<file path="src/rtl/aes_pkg.sv">
// Shared AES-128 types and constants for the round scheduler.
// Combinational only; no handshake of its own.
package aes_pkg;

    typedef logic [127:0] aes_block_t;

    typedef enum logic [1:0] {
        IDLE  = 2'd0,
        ROUND = 2'd1,
        DONE  = 2'd2
    } aes_sched_state_t;

    localparam int AES_NROUNDS = 10;

    localparam logic [1:10][7:0] AES_RCON = {
        8'h01, 8'h02, 8'h04, 8'h08, 8'h10,
        8'h20, 8'h40, 8'h80, 8'h1b, 8'h36
    };

endpackage

</file>
<file path="src/rtl/aes_rcon_lut.sv">
// Round number -> AES round constant, combinational, zero latency.
// Indices outside 1..AES_NROUNDS return 8'h00.
module aes_rcon_lut
    import aes_pkg::*;
(
    input  logic [3:0] rnd_i,
    output logic [7:0] rcon_o
);

    always_comb begin
        rcon_o = 8'h00;
        for (int i = 1; i <= AES_NROUNDS; i++) begin
            if (rnd_i == 4'(i)) begin
                rcon_o = AES_RCON[i];
            end
        end
    end

endmodule

</file>
<file path="src/rtl/aes_128_round_sched.sv">
// Iterative AES-128 round sequencer around an external one-round datapath; accept->out_valid is 11 cycles,
// output held until out_ready. AES_SCHED_BACK2BACK_EN lets a new block load in the output-handshake cycle.
module aes_128_round_sched
    import aes_pkg::*;
#(
    parameter int NROUNDS = 10
) (
    input  logic         clk,
    input  logic         rst,
    input  logic         in_valid,
    output logic         in_ready,
    input  logic [127:0] in_key,
    input  logic [127:0] in_state,
    output logic         out_valid,
    input  logic         out_ready,
    output logic [127:0] out_data,
    output logic         busy,
    output logic [127:0] rd_state_o,
    output logic [127:0] rd_key_o,
    output logic [7:0]   rd_rcon_o,
    output logic         rd_last_o,
    input  logic [127:0] rd_state_i,
    input  logic [127:0] rd_key_i
);

    if (NROUNDS != AES_NROUNDS || NROUNDS > 15) begin : g_bad_nrounds
        $error("aes_128_round_sched: NROUNDS must be 10 and fit the 4-bit round counter");
    end

    localparam logic [3:0] LAST_RND = 4'(AES_NROUNDS);

    aes_sched_state_t state_q, state_d;
    aes_block_t       st_q, st_d;
    aes_block_t       key_q, key_d;
    logic [3:0]       rnd_q, rnd_d;
    logic [7:0]       lut_rcon;
    logic             accept;

    aes_rcon_lut u_rcon_lut (
        .rnd_i  (rnd_q),
        .rcon_o (lut_rcon)
    );

    always_ff @(posedge clk) begin
        if (rst) begin
            state_q <= IDLE;
            st_q    <= '0;
            key_q   <= '0;
            rnd_q   <= '0;
        end else begin
            state_q <= state_d;
            st_q    <= st_d;
            key_q   <= key_d;
            rnd_q   <= rnd_d;
        end
    end

    assign accept = in_valid & in_ready;

    always_comb begin
        state_d = state_q;
        st_d    = st_q;
        key_d   = key_q;
        rnd_d   = rnd_q;
        unique case (state_q)
            IDLE: begin
                if (accept) begin
                    st_d    = in_state ^ in_key;
                    key_d   = in_key;
                    rnd_d   = 4'd1;
                    state_d = ROUND;
                end
            end
            ROUND: begin
                st_d  = rd_state_i;
                key_d = rd_key_i;
                rnd_d = rnd_q + 4'd1;
                if (rnd_q == LAST_RND) begin
                    state_d = DONE;
                end
            end
            DONE: begin
                if (out_ready) begin
                    state_d = IDLE;
`ifdef AES_SCHED_BACK2BACK_EN
                    // Output drains and the next block loads on the same edge.
                    if (accept) begin
                        st_d    = in_state ^ in_key;
                        key_d   = in_key;
                        rnd_d   = 4'd1;
                        state_d = ROUND;
                    end
`endif
                end
            end
            default: state_d = IDLE;
        endcase
    end

    always_comb begin
`ifdef AES_SCHED_BACK2BACK_EN
        in_ready  = (state_q == IDLE) | ((state_q == DONE) & out_ready);
`else
        in_ready  = (state_q == IDLE);
`endif
        out_valid  = (state_q == DONE);
        out_data   = st_q;
        busy       = (state_q == ROUND) | (state_q == DONE);
        rd_state_o = st_q;
        rd_key_o   = key_q;
        rd_rcon_o  = (state_q == ROUND) ? lut_rcon : 8'h00;
        rd_last_o  = (state_q == ROUND) & (rnd_q == LAST_RND);
    end

endmodule
</file>
<file path="config.mk">
export PLATFORM = sky130hd
export DESIGN_NAME = aes_128_round_sched
export DESIGN_NICKNAME = d
export VERILOG_FILES = /design/src/rtl/aes_pkg.sv /design/src/rtl/aes_rcon_lut.sv /design/src/rtl/aes_128_round_sched.sv
export SDC_FILE = /design/constraint.sdc
export NUM_CORES = 1
export LEC_CHECK = 0
export ABC_AREA = 1
export BUFFER_PORTS_ARGS = -buffer_cell sky130_fd_sc_hd__buf_2
export CAP_MARGIN = 20
export CELL_PAD_IN_SITES_DETAIL_PLACEMENT = 0
export CELL_PAD_IN_SITES_GLOBAL_PLACEMENT = 1
export CORE_AREA = 2 2 351 353
export CTS_CLUSTER_DIAMETER = 80
export CTS_CLUSTER_SIZE = 12
export DETAILED_ROUTE_END_ITERATION = 12
export DIE_AREA = 0 0 353 355
export HOLD_SLACK_MARGIN = 0.1
export PLACE_DENSITY_LB_ADDON = 0.1
export SLEW_MARGIN = 20
export SYNTH_ARGS = -nofsm -noshare
export SYNTH_HDL_FRONTEND = slang
export SYNTH_SLANG_ARGS = --single-unit
</file>
<file path="constraint.sdc">
create_clock -name clk -period 1.6 [get_ports clk]
set_input_delay 0.24 -clock clk [delete_from_list [all_inputs] [get_ports clk]]
set_output_delay 0.24 -clock clk [all_outputs]
set_load 0.1 [all_outputs]
</file>
# --- Word level (Yosys, flattened, before mapping) ---
# Index checks and enable logic that the tools add are counted.
# Widths: inputs -> output; s select.
op_classes:
  add_sub_neg: 1
  n_eq_ne: 15
  n_mux: 21
  bitwise: 4
  reduce_logical: 4
ops:
  columns: ["cell", "count"]
  rows:
  - ["$pmux 128 s2", 2]
  - ["$mux 128", 2]
  - ["$xor 128x128->128", 1]
  - ["$mux 8", 4]
  - ["$eq 4x3->1 const B", 4]
  - ["$eq 4x4->1 const B", 3]
  - ["$eq 4x2->1 const B", 2]
  - ["$mux 2", 4]
  - ["$mux 4", 2]
  - ["$pmux 4 s2", 1]
  - ["$mux 7", 1]
  - ["$mux 6", 1]
  - ["$pmux 2 s3", 1]
  - ["$mux 5", 1]
  - ["$add 4x1->4 const B", 1]
  - ["$eq 4x1->1 const B", 1]
  - ["$ne 2x1->1 const B", 2]
  - ["$mux 3", 1]
  - ["$reduce_and 3->1", 1]
  - ["$and 1x1->1", 2]
  - ["$eq 2x1->1 const B", 1]
  - ["$eq 2x2->1 const B", 1]
  - ["$logic_not 2->1", 1]
  - ["$ne 2x2->1 const B", 1]
  - ["4 further kinds", 4]
totals:
  register_bits: 262
  word_cells: 49

# --- Depth between registers and ports, before layout ---
# Gate-level depths: netlist of run 1.
depth:
  depth_word: 12
  depth_mapped: 12
  ltp_nobuf: 9

# --- Cells and area by module ---
# Synthesis of run 1 repeated with hierarchy kept, for this count alone.
hier_totals:
  cells_unflattened: 2162
  hier_area_um2: 14425.1
modules_own_cells:
  columns: ["module", "n_inst", "cells_per_inst", "area_each_um2", "seq_area_each_um2"]
  rows:
  - ["aes_128_round_sched", 1, 2137, 14311.2, 5245.0]
  - ["aes_rcon_lut", 1, 25, 113.9, 0.0]

# --- Least setup slack after synthesis of run 1 ---
# No wires, ideal clock.
synth_timing:
  kind: "reg-to-output"
  startpoint: "reg state_q[1]"
  endpoint: "out rd_rcon_o[5]"
  arrival_ns: 2.593
  required_time_ns: 1.360
  slack_ns: -1.233
  path_stages_with_launch: 8
  path_buffers: 3
  cell_sequence: "dfxtp_1 inv_1 ha_1 buf_4 buf_4 clkbuf_1 nand2_1 o22ai_1"
synth_via:
  elab_chain_len: 2
synth_rtl:
  columns: ["item", "line_no", "text"]
  rows:
  - ["start: declaration", "aes_128_round_sched.sv:32", "aes_sched_state_t state_q, state_d;"]
  - ["start signal: assignment", "aes_128_round_sched.sv:51", "state_q <= state_d;"]
  - ["$eq 2x1->1", "aes_128_round_sched.sv:111", "rd_rcon_o = (state_q == ROUND) ? lut_rcon : 8'h00;"]
  - ["$mux 8", "aes_128_round_sched.sv:111", null]
  - ["end: declaration", "aes_128_round_sched.sv:20", "output logic [7:0] rd_rcon_o,"]
# No other way between the ends.

# --- Worst setup path in the final report of run 1 ---
layout_timing:
  startpoint: "reg rnd_q[0]"
  endpoint: "out rd_rcon_o[3]"
layout_via:
  elab_chain_len: 9
  elab_cells_between_ends: 15
  classes_between: "7 x eq/ne; 8 x mux"
layout_rtl:
  columns: ["item", "line_no", "text"]
  rows:
  - ["start: declaration", "aes_128_round_sched.sv:35", "logic [3:0] rnd_q, rnd_d;"]
  - ["start signal: assignment", "aes_128_round_sched.sv:54", "rnd_q <= rnd_d;"]
  - ["$eq 4x3->1", "aes_rcon_lut.sv:13", "if (rnd_i == 4'(i)) begin"]
  - ["$mux 4", "aes_rcon_lut.sv:13", null]
  - ["$mux 5", "aes_rcon_lut.sv:13", null]
  - ["$mux 6", "aes_rcon_lut.sv:13", null]
  - ["$mux 7", "aes_rcon_lut.sv:13", null]
  - ["$mux 8 (2 in series)", "aes_rcon_lut.sv:13", null]
  - ["$mux 8 (*)", "aes_rcon_lut.sv:13", null]
  - ["$mux 8 (*)", "aes_128_round_sched.sv:111", null]
# Every way passes the cells marked *; elsewhere a longest branch is shown, timed or not.

==> results.md, run 1 <==
- Outcome: finished with violations
- Violated checks: setup timing
- Data required time at the worst endpoint: 1360 ps
- Die Width: 353 um
- Shortest clock period the worst path allows after layout: 2160 ps
- Worst rel slew slack: 63.2%
- Arrival time of the worst setup path: 1920 ps
- Post-layout instance count excluding filler cells: 5319
- Final wirelength: 107000 um
- Overall via count from detail_route: 19907
- Total routing resource utilization after global routing: 15.6%
- Drt drc: 0
- Leading register cell type out of synthesis: dfxtp_1
- Overflow left after global routing: 0
- Cell Rows: 128
- Wire length of the first global-routing pass: roughly 140000 um
- Final cycle utilization of the critical path: 135%
- Post-detail-place hpwl: 72900 um
- DR pass1 iterations: 5
- Clock insertion delay at the later pin of the skew report: around 610 ps
- EDFF count, synth: 0
- Kind of critical path: flip-flop to primary output
- Initial antenna violation count: 8
- Die height: 355 um
- Fraction of final layout cells sized beyond drive strength 1: 52.1%
- Fraction of synthesized cell area taken by the top area cell type: 36.1%
- Commonest non-fill, non-tap cell in the layout: dlygate4sd3_1
- Largest cells by area after synthesis: dfxtp_1, nand2_1, nor2_1
- Worst slew pin tran: 551 ps
- Launching element type of the critical path: flip-flop
- Max-cap violations: 0
- Number of nets in the synthesized netlist: 2673
- Detail-routed net length per standard cell: between 20 and 25 um
- Yosys reg bits: about 260
- Setup WS pre-CTS: -249 ps
- Largest net degree at the start of global routing: 55
- Cell area after technology mapping: 14500 um^2
- Number of I/O pins: 912
- Placed cells: 4538
- Async set-reset flop share out of synthesis: 0%
- CTS root buf: clkbuf_16
- Cell taking the most area after synthesis: dfxtp_1
- Setup skew after layout: 34.1 ps
- Clock slew seen by the registers of the worst setup and hold paths: about 60 ps
- CTS tree: built
- RSZ-0062 raised after global routing: yes
- Die Area: 125000 um^2
- Count of buffers from port buffering: slightly above 900
- Area added between synthesis and finish: 141%
- Vias in the first global route: 20862
- Count of yosys warnings during synthesis: 0
- Hold WS: 112 ps
- Slack of the worst reg-to-reg path: -290 ps
- Synthesized area per cell: approximately 6.8 um^2
- Worst path setup slack after routing: -560 ps
- Final-report hold violation count: 0
- Antenna Violating Nets Remaining: 0
- Leakage power figure: 15.8 nW
- Largest buffer count on any clock path: 3
- Number of nets in the layout: 4183
- Initial DRC Count: between 700 and 800
- Distinct cell type count of the synthesized netlist: 26
- Fmax: around 0.46 GHz
- Power per Cell Area: 1400 nW/um^2
- Last weighted congestion value of the routability-driven placer: ~0.8
- Maximum fanout along the worst path: 5
- Via density: 3.74
- Floorplan core area: 121000 um^2
- Worst hold-check path type: input port to flip-flop
- Number of standard cells after synthesis: 2150
- Starting utilization of the core area: 12.0%
- Final setup violating endpoints: between 200 and 300
- Critical Path Sink Type: primary output
- Sequential-to-total area share from yosys stat: 36.1%
- H-tree Lvls: 2
- Maximum VDD drop: 0.000683 V
- Max Slew Vio Count: 0
- Number of buffers created by CTS: 40
- Top library cells by usage in the layout, fill and taps aside: dlygate4sd3_1, buf_2, nand2_1
- CTS Sinks: 262
-- kinds of logic (layout without fill, tap and decap cells) --
group | count (synthesis) | in the layout | synth area share (%)
simple gates | 978 | 978 | 26.0
compound gates | 443 | 443 | 16.1
buf+inv | 332 | 1873 | 13.5
flops | 262 | 262 | 36.1
xor+xnor | 128 | 128 | 7.72
fa+ha+maj | 7 | 7 | 0.603
other cells | 0 | 3 | 0
-- cell type report --
class | instances | area (um^2)
clock buffer | 51 | 1130
timing repair buffer | 1738 | 16000
antenna | 3 | 7.51
fill | 13277 | 86400
clock inverter | 22 | 220
tap | 1625 | 2030
timing repair inverter | 1 | 30.0
inverter | 61 | 278
multi-input combinational | 1556 | 9920
sequential | 262 | 5420
-- where the power goes --
| group | internal (mW) | leakage [nW] | switching (mW) |
|---|---|---|---|
| combinational | 9.59 | 13.0 | 20.9 |
| clock | 5.42 | 0.653 | 3.93 |
| sequential | 7.84 | 2.22 | 1.24 |
| total | 22.9 | 15.8 | 26.0 |
-- metrics by stage --
stage | total power, mW | instance area (um^2) | setup TNS, ps | utilization [%]
after global placement | 31.4 | 21400 | -13610 | 17.6
after global routing | 51.0 | 35000 | -56680 | 28.8
after floorplan | 26.2 | 14900 | -6210 | -
final | 48.9 | 35000 | -39020 | 28.8
after CTS | 47.2 | 32500 | -104560 | 26.8
after detailed placement | 31.3 | 21400 | -11610 | 17.6
-- flip-flops by register name (all words and copies together), names as in the netlist --
name      cells
rd_key_o    128
rnd_q         4
state_q       2
out_data    128
-- cell usage after synthesis, types with 2 or more instances --
master    count
a21oi_1     106
a21oi_2      30
buf_2        50
buf_4       141
buf_6        12
clkbuf_1     56
clkbuf_2      8
clkbuf_4      2
dfxtp_1     262
ha_1          7
inv_1        58
inv_2         2
nand2_1     539
nand2_2      31
nand3_1      10
nor2_1      395
o21ai_0     283
o21ai_1      23
xor2_1      128
-- per-layer routing --
| metal | up-vias | part of all wire [%] | global-route usage (%) |
|---|---|---|---|
| met4 | 10 | 2.3 | 4.28 |
| met3 | 98 | 6.2 | 4.39 |
| met5 | - | 0.058 | 0 |
| met2 | 634 | 48 | 26.6 |
| li1 | 9739 | - | - |
| met1 | 9426 | 43 | 19.1 |
-- critical path: stages, from the launching register on --
cell and delay (ps):
dfxtp_4 380, inv_4 90, ha_4 140, inv_1 40, nor2_1 110, nand4_1 190, a21oi_4 200, buf_12 190
-- path summary, 6_finish.rpt --
path	cells after the start	startpoint	endpoint
worst min register to register	2	rd_key_o[61]	rd_key_o[61]
worst min-delay path	5	in_key[118]	rd_key_o[118]
worst max-delay path	7	rnd_q[0]	rd_rcon_o[3]
worst max register to register	13	state_q[1]	rd_key_o[3]
-- repair_timing --
action                                  in CTS  in global routing
hold endpoints to repair                   255                  0
endpoints found under the setup margin     584                293
gates resized for setup                    875                658
pin swaps                                   57                136
hold buffers                               579                  0
gates cloned                                43                 28
buffers inserted                            61                 35
Power figures use the tool's default switching activity.
==> run 2, diff against run 1 <==
--- a/config.mk
+++ b/config.mk
@@ -10,5 +10,5 @@
 export CAP_MARGIN = 20
-export CELL_PAD_IN_SITES_DETAIL_PLACEMENT = 0
-export CELL_PAD_IN_SITES_GLOBAL_PLACEMENT = 1
-export CORE_AREA = 2 2 351 353
+export CELL_PAD_IN_SITES_DETAIL_PLACEMENT = 1
+export CELL_PAD_IN_SITES_GLOBAL_PLACEMENT = 2
+export CORE_AREA = 2 2 354 356
 export CTS_CLUSTER_DIAMETER = 80
@@ -16,3 +16,3 @@
 export DETAILED_ROUTE_END_ITERATION = 12
-export DIE_AREA = 0 0 353 355
+export DIE_AREA = 0 0 356 358
 export HOLD_SLACK_MARGIN = 0.1
==> constraint.sdc (replaced) <==
create_clock -name clk -period 1.6 [get_ports clk]
set_input_delay 0.08 -clock clk [delete_from_list [all_inputs] [get_ports clk]]
set_output_delay 0.08 -clock clk [all_outputs]
set_load 0.1 [all_outputs]
==> results.md, run 2 (synthesized netlist as in run 1, its figures left out) <==
- Portion of total power attributed to sequential cells: 19.0%
- Logic depth of the worst register-to-register path: 13
- Violated checks: setup timing
- Top library cells by usage in the layout, fill and taps aside: buf_2, dlygate4sd3_1, nand2_1
- Final wirelength: 108000 um
- Endpoint of the worst register-to-register path: out_data[37]
- Fmax: 0.498 GHz
- Launching element type of the critical path: flip-flop
- Antenna Violating Nets Remaining: 0
- Fraction of power spent switching nets: between 50% and 60%
- Commonest non-fill, non-tap cell in the layout: buf_2
- Outcome: finished with violations
- Slack of the worst reg-to-reg path: -240 ps
- Psw: 25.8 mW
- Starting utilization of the core area: 11.8%
- Slowest cell on the critical path: dfxtp_4
- Buf+Inv Stages, Crit Path: 3
- Data required time at the worst endpoint: 1520 ps
- Setup skew after layout: between 20 and 25 ps
- Fraction of final layout cells sized beyond drive strength 1: 49.7%
- Critical Path Sink Type: primary output
- Number of buffers created by CTS: 39
- Post-layout instance count excluding filler cells: 5369
- R2R Path Start: state_q[1]
- Worst-case hold path end point: rnd_q[0]
- CTS root buf: clkbuf_16
- Overall via count from detail_route: 20070
- Area added between synthesis and finish: 138%
- Drt drc: 0
- Initial antenna violation count: 11
- Clock insertion delay at the later pin of the skew report: 590 ps
- DR pass1 iterations: 4
- Final cycle utilization of the critical path: 126%
- Vias in the first global route: 21708
- Largest buffer count on any clock path: 3
- Initial DRC Count: 682
- Arrival time of the worst setup path: 1930 ps
- Clock slew seen by the registers of the worst setup and hold paths: 60 ps
- Delay of the slowest cell on the worst path: roughly 380 ps
- H-tree Lvls: 2
- Via density: 3.74
- Global-route track usage on met1: 18.9%
- Maximum fanout along the worst path: 4
- Cell Rows: 129
- GRT met2 Usage: 28.9%
- Worst hold-check path type: input port to flip-flop
- Overflow left after global routing: 0
- Setup WS pre-CTS: -175 ps
- Wire length of the first global-routing pass: 150000 um
- Maximum VDD drop: 0.000917 V
- Max Slew Vio Count: 0
- RSZ-0062 raised after global routing: yes
- Clock share of power: about a fifth
- Startpoint of the tightest hold check path: rst
- Kind of critical path: flip-flop to primary output
- Detail-routed net length per standard cell: 20.1 um
- Count of buffers from port buffering: 911
- Die Width: 356 um
- Die height: 358 um
- Shortest clock period the worst path allows after layout: 2010 ps
- Total routing resource utilization after global routing: 16.0%
- Worst slew pin tran: between 600 and 700 ps
- Leakage power figure: 15.7 nW
- Family with the most delay on the worst path: flip-flops
- Worst rel slew slack: 55.6%
- Most used routing layer in global routing: met2
- Max-cap violations: 0
- Final setup violating endpoints: between 200 and 300
- Number of I/O pins: 912
- Number of nets in the layout: 4218
- Combinational Power Share: 61.8%
- Cell Chain, Critical Path: inv_4 > ha_4 > buf_6 > nand3_2 > nand4_1 > a21oi_4 > buf_12
- Largest net degree at the start of global routing: 65
- Floorplan core area: 123000 um^2
- Power per Cell Area: between 1000 and 1500 nW/um^2
- Post-detail-place hpwl: 77900 um
- Global Route met3 Usage: 3.39%
- CTS tree: built
- Internal power of the cells: roughly 22 mW
- Last weighted congestion value of the routability-driven placer: 0.802
- Post-Layout Inst Area: 34600 um^2
- Total placed instance area: 21100 um^2
- Final-report hold violation count: 0
- Placed cells: 4546
- Worst path setup slack after routing: -408 ps
- CTS Sinks: 262
- Die Area: 127000 um^2
- Depth of the worst hold-timing path: 3
[run 2: worst max-delay path by stage]
stage,start,end,slack [ps],cells past startpoint
4_1_cts,rnd_q[0],rd_rcon_o[3],-470,5
6_report,rnd_q[1],rd_rcon_o[3],-410,7
5_1_grt,rnd_q[1],rd_rcon_o[3],-510,7
2_1_floorplan,state_q[1],state_q[1],-130,9
3_5_place_dp,state_q[1],rd_key_o[61],-170,9
3_3_place_gp,state_q[1],rd_key_o[61],-210,9
[run 2: power by group through the flow]
stage	clock, mW	combinational [mW]	sequential, mW
floorplan	0	9.30	16.7
global placement	0	22.3	8.81
detailed placement	0	22.3	8.86
CTS	9.59	28.4	9.00
global route	9.79	30.8	9.21
finish	9.15	29.4	9.05
[run 2: layout make-up]
type / instances / area (um^2)
Inverter: 61 / 275
Clock inverter: 19 / 214
Multi-Input combinational cell: 1556 / 10400
Clock buffer: 49 / 1090
Sequential cell: 262 / 5260
Tap cell: 1637 / 2050
Timing Repair Buffer: 1774 / 15300
Antenna cell: 10 / 25.0
Fill cell: 14573 / 88700
Timing Repair inverter: 1 / 16.3
[run 2: per-stage QoR]
step                hold slack [ps]  total power, mW  utilization, %  setup TNS (ps)
floorplan                       142             26.0               -           -3150
global placement                342             31.1            17.1           -2930
detailed placement              340             31.1            17.1           -6100
CTS                             289             47.0            26.7          -59050
global route                    310             49.8            28.1          -61210
finish                          327             47.6            28.1          -39930
[run 2: what timing repair did]
item                                   4_1_cts  5_1_grt
setup endpoints to repair                  263      315
resized for setup                          815      546
endpoints found under the hold margin      260        0
cloned                                      46        6
buffers inserted                            77       32
hold buffers                               621        0
pin swaps                                  124      170
[run 2: tightest hold or removal path: stages]
cell,delay (ps)
dlygate4sd3_1,550
buf_2,190
a21oi_2,50
[run 2: routing by layer]
metal | wire length [um] | up-vias
met5 | 27 | -
met4 | 3050 | 4
met3 | 5560 | 113
met2 | 54900 | 600
met1 | 44300 | 9536
li1 | - | 9817
==> run 3, diff against run 2 <==
RECOVER_POWER = 50   (was unset)
==> results.md, run 3 (synthesized netlist as in run 1, its figures left out) <==
- Total routing resource utilization after global routing: between 10% and 20%
- Worst hold-check path type: input port to flip-flop
- Start point of the critical path: rnd_q[1]
- Top library cells by usage in the layout, fill and taps aside: buf_2, dlygate4sd3_1, nand2_1
- RSZ-0062 raised after global routing: yes
- Placed cells: 4546
- Starting utilization of the core area: 11.8%
- Setup WS pre-CTS: -175 ps
- Vias in the first global route: 21708
- Last weighted congestion value of the routability-driven placer: 0.802
- End-of-flow core utilization: 28.1%
- Fraction of final layout cells sized beyond drive strength 1: 49.7%
- Worst-case hold path end point: rnd_q[0]
- Initial DRC Count: 722
- CTS tree: built
- Commonest non-fill, non-tap cell in the layout: buf_2
- Largest net degree at the start of global routing: 65
- Arrival time of the worst setup path: 1930 ps
- Die Width: 356 um
- Post-detail-place hpwl: 77900 um
- Launching element type of the critical path: flip-flop
- Largest buffer count on any clock path: 3
- Logic depth of the worst register-to-register path: 13
- Clock slew seen by the registers of the worst setup and hold paths: roughly 60 ps
- Worst slew pin tran: 670 ps
- Antenna Violating Nets Remaining: 0
- Max-cap violations: 0
- Wire length of the first global-routing pass: 150000 um
- Setup skew after layout: 22.7 ps
- Maximum VDD drop: around 0.0009 V
- Area added between synthesis and finish: 138%
- Worst rel slew slack: 55.3%
- Total Power: 47.6 mW
- Final wirelength: about 110000 um
- Die Area: 127000 um^2
- Number of buffers created by CTS: 39
- CTS Sinks: roughly 260
- Cell Rows: 129
- Overflow left after global routing: 0
- Startpoint of the tightest hold check path: rst
- Number of nets in the layout: 4218
- Cell Chain, Critical Path: inv_4 > ha_4 > buf_6 > nand3_2 > nand4_1 > a21oi_4 > buf_12
- Post-layout instance count excluding filler cells: between 5000 and 6000
- Delay of the slowest cell on the worst path: approximately 380 ps
- Detail-routed net length per standard cell: 20.1 um
- Slowest cell on the critical path: dfxtp_4
- Clock insertion delay at the later pin of the skew report: just under 600 ps
- CTS root buf: clkbuf_16
- Floorplan core area: 123000 um^2
- Drt drc: 0
- H-tree Lvls: 2
- Count of buffers from port buffering: 911
- Die height: 358 um
- Fmax: 0.498 GHz
- DR pass1 iterations: 4
- Final-report hold violation count: 0
- Number of I/O pins: 912
- Initial antenna violation count: 11
- Final cycle utilization of the critical path: 125%
- Kind of critical path: flip-flop to primary output
- Violated checks: setup timing
- Worst path setup slack after routing: -406 ps
- Shortest clock period the worst path allows after layout: 2010 ps
- Overall via count from detail_route: 20082
- Via density: between 3 and 4
- Maximum fanout along the worst path: 4
- Slack of the worst reg-to-reg path: -240 ps
- Data required time at the worst endpoint: 1520 ps
- Endpoint of the worst register-to-register path: out_data[37]
- Final setup violating endpoints: 270
- Max Slew Vio Count: 0
- Critical Path Sink Type: primary output
- R2R Path Start: state_q[1]
- Outcome: finished with violations
- Depth of the worst hold-timing path: 3
- Leakage power figure: 15.7 nW
- Power per Cell Area: 1380 nW/um^2
-- run 3: changes by cell type in the layout (fill, tap and decap cells not counted) --
cell / before / now
clkbuf_2: 0 / 47
buf_4: 108 / 70
nand2_4: 100 / 99
nand2_2: 60 / 61
buf_2: 799 / 752
buf_6: 49 / 46
clkbuf_4: 39 / 80
-- run 3: repair_timing --
action                     4_1_cts  5_1_grt
hold buffers                   621        0
setup endpoints to repair      263      315
setup buffers                   77       32
pin swaps                      124      170
hold endpoints to repair       260        0
resized for setup              815      546
cloned                          46        6
-- run 3: critical path, delay by kind of cell, from the launching register on --
family | cells | cell delay [ps]
flops | 1 | 380
buf+inv | 3 | 350
simple gates | 2 | 230
compound gates | 1 | 200
fa+ha+maj | 1 | 170
-- run 3: per-layer routing --
| layer | vias up | share of wire [%] | GRT usage [%] |
|---|---|---|---|
| li1 | 9814 | - | - |
| met5 | - | 0.024 | 0 |
| met3 | 111 | 5.2 | 3.39 |
| met2 | 610 | 51 | 28.9 |
| met1 | 9543 | 41 | 18.9 |
| met4 | 4 | 2.7 | 4.34 |
-- run 3: area by class of cell --
cell class	instances	area (um^2)
antenna	10	25.0
clock buffer	49	1090
clock inverter	19	214
fill	14573	88700
inverter	61	275
multi-input combinational	1556	10400
sequential	262	5260
tap	1637	2050
timing repair buffer	1774	15300
timing repair inverter	1	16.3
-- run 3: power by group --
group | leakage (nW) | internal [mW] | switching (mW)
sequential | 2.18 | 7.71 | 1.34
clock | 0.632 | 5.35 | 3.80
combinational | 12.9 | 8.75 | 20.6
-- run 3: worst max path at each step --
| stage | end | slack, ps | cells past startpoint |
|---|---|---|---|
| after CTS | rd_rcon_o[3] | -470 | 5 |
| after detailed placement | rd_key_o[61] | -170 | 9 |
| after global routing | rd_rcon_o[3] | -510 | 7 |
| after floorplan | state_q[1] | -130 | 9 |
| after global placement | rd_key_o[61] | -210 | 9 |
| final | rd_rcon_o[3] | -410 | 7 |
-- run 3: through the flow --
stage / hold slack (ps) / cell area [um^2] / setup TNS [ps]
after floorplan: 142 / 14700 / -3150
after global placement: 342 / 21100 / -2930
after detailed placement: 340 / 21100 / -6100
after CTS: 289 / 32900 / -59050
after global routing: 310 / 34600 / -61220
final: 327 / 34600 / -39830
